`src/rtl/font_rom_arbiter_if.sv`:
```
// Request, ROM and response bundle for the font ROM arbiter.
// slave = arbiter side; master = requesters, ROM model and response consumer.
interface font_rom_arbiter_if #(
    parameter int NUM_REQ = 2,
    parameter int ADDR_W  = 15,
    parameter int DATA_W  = 4,
    parameter int ID_W    = 3
);
    logic [NUM_REQ-1:0]        req_valid;
    logic [NUM_REQ*ADDR_W-1:0] req_addr;
    logic [NUM_REQ-1:0]        req_ready;
    logic [ADDR_W-1:0]         rom_address;
    logic [DATA_W-1:0]         rom_q;
    logic                      rsp_valid;
    logic [ID_W-1:0]           rsp_id;
    logic [DATA_W-1:0]         rsp_data;
    logic                      busy;

    modport slave (
        input  req_valid, req_addr, rom_q,
        output req_ready, rom_address, rsp_valid, rsp_id, rsp_data, busy
    );

    modport master (
        output req_valid, req_addr, rom_q,
        input  req_ready, rom_address, rsp_valid, rsp_id, rsp_data, busy
    );
endinterface

```
`src/rtl/font_rom_arbiter.sv`:
```
// Round-robin font ROM arbiter; FONT_ARB_PRIO0_EN gives requester 0 absolute priority.
// Response 2 cycles after accept, 1 accept/cycle; no backpressure on responses.
module font_rom_arbiter #(
    parameter int NUM_REQ = 2,
    parameter int ADDR_W  = 15,
    parameter int DATA_W  = 4,
    parameter int ID_W    = 3
) (
    input  logic               vga_clk,
    input  logic               reset_n,
    font_rom_arbiter_if.slave  bus
);
    localparam int PW = $clog2(NUM_REQ);
`ifdef FONT_ARB_PRIO0_EN
    localparam bit PRIO0 = 1'b1;
`else
    localparam bit PRIO0 = 1'b0;
`endif

    logic [PW-1:0]      ptr_q, ptr_d;
    logic [PW-1:0]      gnt_idx;
    logic [NUM_REQ-1:0] gnt;
    logic               accept;
    logic [ADDR_W-1:0]  addr_q, gnt_addr;
    logic               s1_vld_q;
    logic [PW-1:0]      s1_id_q;
    logic               rsp_vld_q;
    logic [ID_W-1:0]    rsp_id_q;
    logic [DATA_W-1:0]  rsp_data_q;

    // Grants are suppressed while reset is held so nothing is accepted into a cleared pipe.
    always_comb begin : arb
        int idx;
        logic [PW-1:0] cand;
        gnt     = '0;
        gnt_idx = '0;
        accept  = 1'b0;
        idx     = 0;
        cand    = '0;
        if (reset_n) begin
            if (PRIO0 && bus.req_valid[0]) begin
                accept = 1'b1;
                gnt[0] = 1'b1;
            end
            for (int k = 0; k < NUM_REQ; k++) begin
                idx = int'(ptr_q) + k;
                if (idx >= NUM_REQ) idx = idx - NUM_REQ;
                cand = PW'(idx);
                if (!accept && bus.req_valid[cand] && !(PRIO0 && idx == 0)) begin
                    accept    = 1'b1;
                    gnt[cand] = 1'b1;
                    gnt_idx   = cand;
                end
            end
        end
    end

    always_comb begin
        ptr_d = ptr_q;
        if (accept && !(PRIO0 && gnt_idx == '0))
            ptr_d = (gnt_idx == PW'(NUM_REQ-1)) ? '0 : gnt_idx + 1'b1;
    end

    assign gnt_addr        = bus.req_addr[gnt_idx*ADDR_W +: ADDR_W];
    assign bus.req_ready   = gnt;
    // Registered fallback keeps the ROM address stable between grants.
    assign bus.rom_address = accept ? gnt_addr : addr_q;
    assign bus.rsp_valid   = rsp_vld_q;
    assign bus.rsp_id      = rsp_id_q;
    assign bus.rsp_data    = rsp_data_q;
    assign bus.busy        = s1_vld_q | rsp_vld_q;

    always_ff @(posedge vga_clk or negedge reset_n) begin
        if (!reset_n) begin
            ptr_q      <= '0;
            addr_q     <= '0;
            s1_vld_q   <= 1'b0;
            s1_id_q    <= '0;
            rsp_vld_q  <= 1'b0;
            rsp_id_q   <= '0;
            rsp_data_q <= '0;
        end else begin
            ptr_q     <= ptr_d;
            s1_vld_q  <= accept;
            rsp_vld_q <= s1_vld_q;
            if (accept) begin
                addr_q  <= gnt_addr;
                s1_id_q <= gnt_idx;
            end
            if (s1_vld_q) begin
                rsp_id_q   <= ID_W'(s1_id_q);
                rsp_data_q <= bus.rom_q;
            end
        end
    end
endmodule

```
`src/flat_wrapper.sv`:
```
// flat-port wrapper written by rule: the top's interface ports become plain ports
module font_rom_arbiter_flat 
#(
    parameter int NUM_REQ = 2,
    parameter int ADDR_W  = 15,
    parameter int DATA_W  = 4,
    parameter int ID_W    = 3
)
  (vga_clk, reset_n, bus_req_valid, bus_req_addr, bus_rom_q, bus_req_ready, bus_rom_address, bus_rsp_valid, bus_rsp_id, bus_rsp_data, bus_busy);
  font_rom_arbiter_if #(.NUM_REQ(NUM_REQ), .ADDR_W(ADDR_W), .DATA_W(DATA_W), .ID_W(ID_W)) bus_i ();
  input  logic vga_clk;
  input  logic reset_n;
  input wire logic [$bits(bus_i.req_valid)-1:0] bus_req_valid;
  input wire logic [$bits(bus_i.req_addr)-1:0] bus_req_addr;
  input wire logic [$bits(bus_i.rom_q)-1:0] bus_rom_q;
  output wire logic [$bits(bus_i.req_ready)-1:0] bus_req_ready;
  output wire logic [$bits(bus_i.rom_address)-1:0] bus_rom_address;
  output wire logic [$bits(bus_i.rsp_valid)-1:0] bus_rsp_valid;
  output wire logic [$bits(bus_i.rsp_id)-1:0] bus_rsp_id;
  output wire logic [$bits(bus_i.rsp_data)-1:0] bus_rsp_data;
  output wire logic [$bits(bus_i.busy)-1:0] bus_busy;
  assign bus_i.req_valid = bus_req_valid;
  assign bus_i.req_addr = bus_req_addr;
  assign bus_i.rom_q = bus_rom_q;
  assign bus_req_ready = bus_i.req_ready;
  assign bus_rom_address = bus_i.rom_address;
  assign bus_rsp_valid = bus_i.rsp_valid;
  assign bus_rsp_id = bus_i.rsp_id;
  assign bus_rsp_data = bus_i.rsp_data;
  assign bus_busy = bus_i.busy;
  font_rom_arbiter #(.NUM_REQ(NUM_REQ), .ADDR_W(ADDR_W), .DATA_W(DATA_W), .ID_W(ID_W)) u_core (.vga_clk(vga_clk), .reset_n(reset_n), .bus(bus_i));
endmodule
```
`config.mk`:
```
export PLATFORM = sky130hd
export DESIGN_NAME = font_rom_arbiter_flat
export DESIGN_NICKNAME = d
export VERILOG_FILES = /design/src/rtl/font_rom_arbiter_if.sv /design/src/rtl/font_rom_arbiter.sv /design/src/flat_wrapper.sv
export SDC_FILE = /design/constraint.sdc
export NUM_CORES = 1
export LEC_CHECK = 0
export CORE_MARGIN = 3
export CORE_UTILIZATION = 38
export DETAILED_ROUTE_END_ITERATION = 12
export PLACE_DENSITY = 0.88
export SLEW_MARGIN = 5
export SYNTH_ARGS = -nofsm -noshare
export SYNTH_HDL_FRONTEND = slang
export SYNTH_SLANG_ARGS = --single-unit
```
`constraint.sdc`:
```
create_clock -name vga_clk -period 2.3 [get_ports vga_clk]
set_input_delay 0.23 -clock vga_clk [delete_from_list [all_inputs] [get_ports vga_clk]]
set_output_delay 0.23 -clock vga_clk [all_outputs]
set_load 0.05 [all_outputs]
```
### Word-level counts from Yosys, hierarchy flattened

Cells that the tools add are included.
W data, S select, Z words.

* bitwise logic cells: 2
* reductions and logical operators: 4
* $add $sub $neg: 4
* $mul: 1
* order comparisons: 6
* muxes and demuxes: 25
* shifts and indexed selects: 1

Operators by type and width (count)
* $shiftx A30 B6 Y15: 1
* $mux W1: 18
* $mux W15: 1
* $mux W2: 4
* $mul A1 B4 Y5 const B: 1
* $lt A1 B2 Y1 const B: 2
* $logic_and A1 B1 Y1: 3
* $add A1 B1 Y2 const B: 1
* $demux W1 S1: 2
* $ge A1 B1 Y1 const B: 2
* $ge A1 B2 Y1 const B: 1
* $ge A2 B2 Y1 const B: 1
* $or A2 B2 Y2: 1
* $sub A1 B1 Y1 const B: 2
* $add A1 B1 Y1 const B: 1
* $logic_not A1 Y1: 1
* $or A1 B1 Y1: 1

* output and inout port bits: 26
* logic and storage cells: 50
* bits in registers: 24
* bits of input ports: 38

### Longest topological paths before layout

* depth after elaboration: 14
* gate-level depth with buffers: 4
* mapped depth without buffers: 3

### Least setup slack after synthesis

Ideal clock, no wire load.

* path type: flip-flop to output port
* start: reg u_core.ptr_q
* end: out bus_rom_address[1]
* stages on the path, launching flop included: 5
* data arrival time: 1.458 ns
* slack: 0.612 ns
* buffers on the path: 1
* data required time: 2.070 ns
* cells stage by stage: dfrtp_1 > inv_1 > a21oi_2 > buf_4 > a221o_1

* cells in the longest elaborated chain, start to end: 14
* elaborated cells on any way between the ends: 25
* classes of those cells: 3 x add/sub; 1 x mul; 2 x order compare; 1 x shift; 16 x mux; 2 x reduce/logical

RTL lines
* start: declaration: RTL line font_rom_arbiter.sv:20 `logic [PW-1:0] ptr_q, ptr_d;`
* start signal: assignment: RTL line font_rom_arbiter.sv:83 `ptr_q <= ptr_d;`
* $ge A1 B2 Y1 or $sub A1 B1 Y1 (tied branches): RTL line font_rom_arbiter.sv:47 `if (idx >= NUM_REQ) idx = idx - NUM_REQ;`
* $mux W1: RTL line font_rom_arbiter.sv:47
* $mux W1: RTL line font_rom_arbiter.sv:40 `if (reset_n) begin`
* $mux W1 (not written as such) (2 in a row): RTL line font_rom_arbiter.sv:49 `if (!accept && bus.req_valid[cand] && !(PRIO0 && idx == 0)) begin`
* $mux W1: RTL line font_rom_arbiter.sv:49
* $mux W1: RTL line font_rom_arbiter.sv:40
* $logic_not A1 Y1: RTL line font_rom_arbiter.sv:49
* $logic_and A1 B1 Y1: RTL line font_rom_arbiter.sv:49
* $mux W1: RTL line font_rom_arbiter.sv:49
* $mux W1: RTL line font_rom_arbiter.sv:40
* $mul A1 B4 Y5: RTL line font_rom_arbiter.sv:64 `assign gnt_addr = bus.req_addr[gnt_idx*ADDR_W +: ADDR_W];`
* $shiftx A30 B6 Y15: RTL line font_rom_arbiter.sv:64
* $mux W15 *: RTL line font_rom_arbiter.sv:67 `assign bus.rom_address = accept ? gnt_addr : addr_q;`
* end: declaration: RTL line flat_wrapper.sv:17 `output wire logic [$bits(bus_i.rom_address)-1:0] bus_rom_address;`

Mark *: on every way between the ends. The rest lies on a longest branch, timed or not. The select of a mux whose other input is x is not followed.

### Worst setup path after layout

* start: reg u_core.s1_vld_q
* end: out bus_busy

* cells in the longest elaborated chain, start to end: 1

RTL lines
* start: declaration: RTL line font_rom_arbiter.sv:25 `logic s1_vld_q;`
* start signal: assignment: RTL line font_rom_arbiter.sv:84 `s1_vld_q <= accept;`
* $or A1 B1 Y1: RTL line font_rom_arbiter.sv:71 `assign bus.busy = s1_vld_q | rsp_vld_q;`
* end: declaration: RTL line flat_wrapper.sv:21 `output wire logic [$bits(bus_i.busy)-1:0] bus_busy;`

No other way between the ends.

==> summary.json <==
{
  "run_status": {
    "run_status": "completed"
  },
  "synthesis": {
    "ys_seq_elements": 24,
    "netlist_instances": 75,
    "synth_cell_type_count": 14,
    "yosysWarnings": 0,
    "synth_sequential_area_ratio_pct": 59.55,
    "synth_area_per_cell_um2": 13.45,
    "post_synth_instance_area_um2": 1008
  },
  "global_routing": {
    "globalRoute.busiestLayer": "met2",
    "grt_pass1_wl_um": 4781,
    "grtUsageMet2_pct": 32.10,
    "grt_max_degree": 17,
    "met3_demand_to_capacity_share_in_global_routing_pct": 7.919,
    "grt_ovf": 0,
    "grtUsageMet1_pct": 21.46,
    "via_count_of_the_first_global_routing_pass": 1009,
    "antenna_found_initial": 0,
    "grtUsageTotal_pct": 19.03
  },
  "cts": {
    "cts.reportedPaths.clkPinSlew_ns": 0.14,
    "clock_root_buffer": "clkbuf_4",
    "cts.hold.buffers_added": 0,
    "clock_path_buffers": 2,
    "tritoncts": "done",
    "insertion_delay_ns": 0.31,
    "cts-buffers-inserted": 3,
    "cts.htree.levels": 1,
    "post_cts_buffers": 0,
    "post_cts_resize_count": 0,
    "cts.sink_count": 24
  },
  "place": {
    "detailedPlacementHpwl_um": 2230,
    "port-buffer-count": 61,
    "placed_area_um2": 1847,
    "gpl.final_weighted_congestion": 0.6868
  },
  "worst_setup_path": {
    "path_cells": "or2_2, clkdlybuf4s50_1",
    "worst_r2r_path_depth": 4,
    "crit_path_max_fanout": 7,
    "critical-path-slowest-cell": "clkdlybuf4s50_1",
    "crit_type": "reg -> out",
    "start_kind": "flip-flop",
    "endpoint_kind": "output pin",
    "worstPathArrival_ns": 1.80,
    "slowest_delay_ns": 0.70,
    "cp_data_required_time_ns": 2.07
  },
  "finish": {
    "top_library_cells_by_usage_in_the_layout_fill_and_taps_aside": "44 x clkdlybuf4s50_1, 24 x dfrtp_1, 18 x buf_12",
    "insertedDiodeCount": 0,
    "most_common_cell_after_layout_fill_and_taps_aside": "clkdlybuf4s50_1",
    "multi_input_comb_area_um2": 362.8,
    "seqCellArea_um2": 600.6,
    "flow.area_growth_from_synthesis_pct": 88.34,
    "final_net_count": 181,
    "layout.cell_area.non_filler_um2": 1899,
    "fraction_of_layout_instances_using_a_drive_strength_above_1_pct": 25.35,
    "num-fill-cells": 158
  },
  "power_and_ir_drop": {
    "ir_worst_vdd_mv": 0.5517,
    "cellPowerDensity_nw_per_um2": 766.7,
    "leakagePower_nw": 0.8247
  },
  "floorplanning": {
    "fp.dieArea_um2": 3308,
    "die_width_um": 57.52,
    "placement_rows": 18,
    "initial_core_util_pct": 40.34,
    "io_pins": 64,
    "die-height_um": 57.52,
    "core_footprint_um2": 2500
  },
  "detailed_routing": {
    "detailed_route_wl_um": 2890,
    "detailedRoute.firstPassIterationCount": 4,
    "vias": 887,
    "post-route-drc-count": 0,
    "via_per_inst": 5.157,
    "dr.first_iter.drc_count": 24,
    "avgRoutedWirePerCell_um": 16.80,
    "final_antenna_net_count": 0
  },
  "timing": {
    "hold-worst-slack_ns": 0.3506,
    "final-hold-violation-count": 0,
    "worst_slew_pin_slew_ns": 0.5046,
    "grt_setup_unrepaired": "false",
    "finalCritPeriodShare_pct": 88.42,
    "total_negative_setup_slacks_ns": 0,
    "fmax_mhz": 491.7,
    "max-slew-margin-rel_pct": 66.25,
    "period_needed_ns": 2.034,
    "fin_worst_skew_ns": 0.01078,
    "report.final.setup_viol": 0,
    "slew_viol_final": 0
  },
  "hold_path": {
    "min_path_type": "in -> async"
  },
  "flow_run": {
    "drv.max_cap_violation_count": 0
  }
}
## per-layer routing
metal	vias up	wire length, um
met4	0	31
li1	409	-
met3	4	320
met1	424	1057
met2	50	1480
met5	-	0
## per-stage QoR
stage | instances | utilization (%) | worst slack, ns | total power, W
final | 172 | 75.98 | 0.2663 | 0.001456
after global routing | 172 | 75.98 | 0.2046 | 0.001512
after CTS | 172 | 75.98 | 0.2512 | 0.001470
after detailed placement | 168 | 73.87 | 0.3145 | 0.001162
after global placement | 168 | 73.87 | 0.4144 | 0.001149
after floorplan | 76 | - | 0.6120 | 0.0008299
## worst max-delay path, delay by kind of cell, from the launching register on
kind                   cells  cell delay, ns
and+or+nand+nor            1            0.30
DFF                        1            0.49
buffers and inverters      1            0.70
## path summary, 6_finish.rpt
check	slack (ns)	end	start
worst max-delay path	0.27	bus_busy	u_core.s1_vld_q
worst min-delay path	0.35	u_core.addr_q[11]	reset_n
worst max register to register	0.97	u_core.addr_q[5]	u_core.ptr_q
worst min register to register	0.51	u_core.s1_id_q	u_core.s1_id_q
max in group asynchronous	1.75	u_core.addr_q[2]	reset_n
min in group vga_clk	0.51	u_core.s1_id_q	u_core.s1_id_q
## power by group
part | leakage, nW | internal [W] | switching, W
clock | 0.0279 | 0.000176 | 0.000128
sequential | 0.293 | 0.000480 | 0.0000223
combinational | 0.503 | 0.000308 | 0.000341
total | 0.825 | 0.000964 | 0.000492
## cell families (layout without fill, tap and decap cells)
group | count (synthesis) | count (layout) | share of synthesized area, %
DFF | 24 | 24 | 59.55
and+or+nand+nor | 18 | 18 | 10.67
AOI/OAI and AO/OA | 20 | 20 | 18.98
muxes | 5 | 5 | 5.583
other | 1 | 2 | 0.3719
buffers and inverters | 7 | 73 | 4.839
## cell usage after synthesis
library cell | number | share of area (%)
inv_1 | 2 | 0.74
a21o_1 | 2 | 1.5
o21ai_2 | 1 | 0.87
and2_0 | 14 | 8.7
and2_1 | 1 | 0.62
or2_2 | 1 | 0.62
dfrtp_1 | 24 | 60
a221o_1 | 15 | 15
a21oi_2 | 2 | 1.7
nand2_1 | 2 | 0.74
buf_4 | 4 | 3.0
conb_1 | 1 | 0.37
mux2_2 | 5 | 5.6
buf_6 | 1 | 1.1
## final cells by class
cell class / count / area share, %
flip-flops and latches: 24 / 31.62
multi-input cells: 45 / 19.10
inverters: 2 / 0.3953
well taps: 30 / 1.976
clock buffers: 3 / 1.186
clock inverters: 1 / 1.581
repair buffers: 67 / 44.14
## state kept, by name, indices dropped and copies added (netlist names)
register              count
u_core.ptr_q              1
u_core.bus.rsp_data       4
u_core.bus.rsp_id         1
u_core.s1_vld_q           1
u_core.bus.rsp_valid      1
u_core.s1_id_q            1
u_core.addr_q            15
No activity file was read; power rests on OpenSTA's default activity.
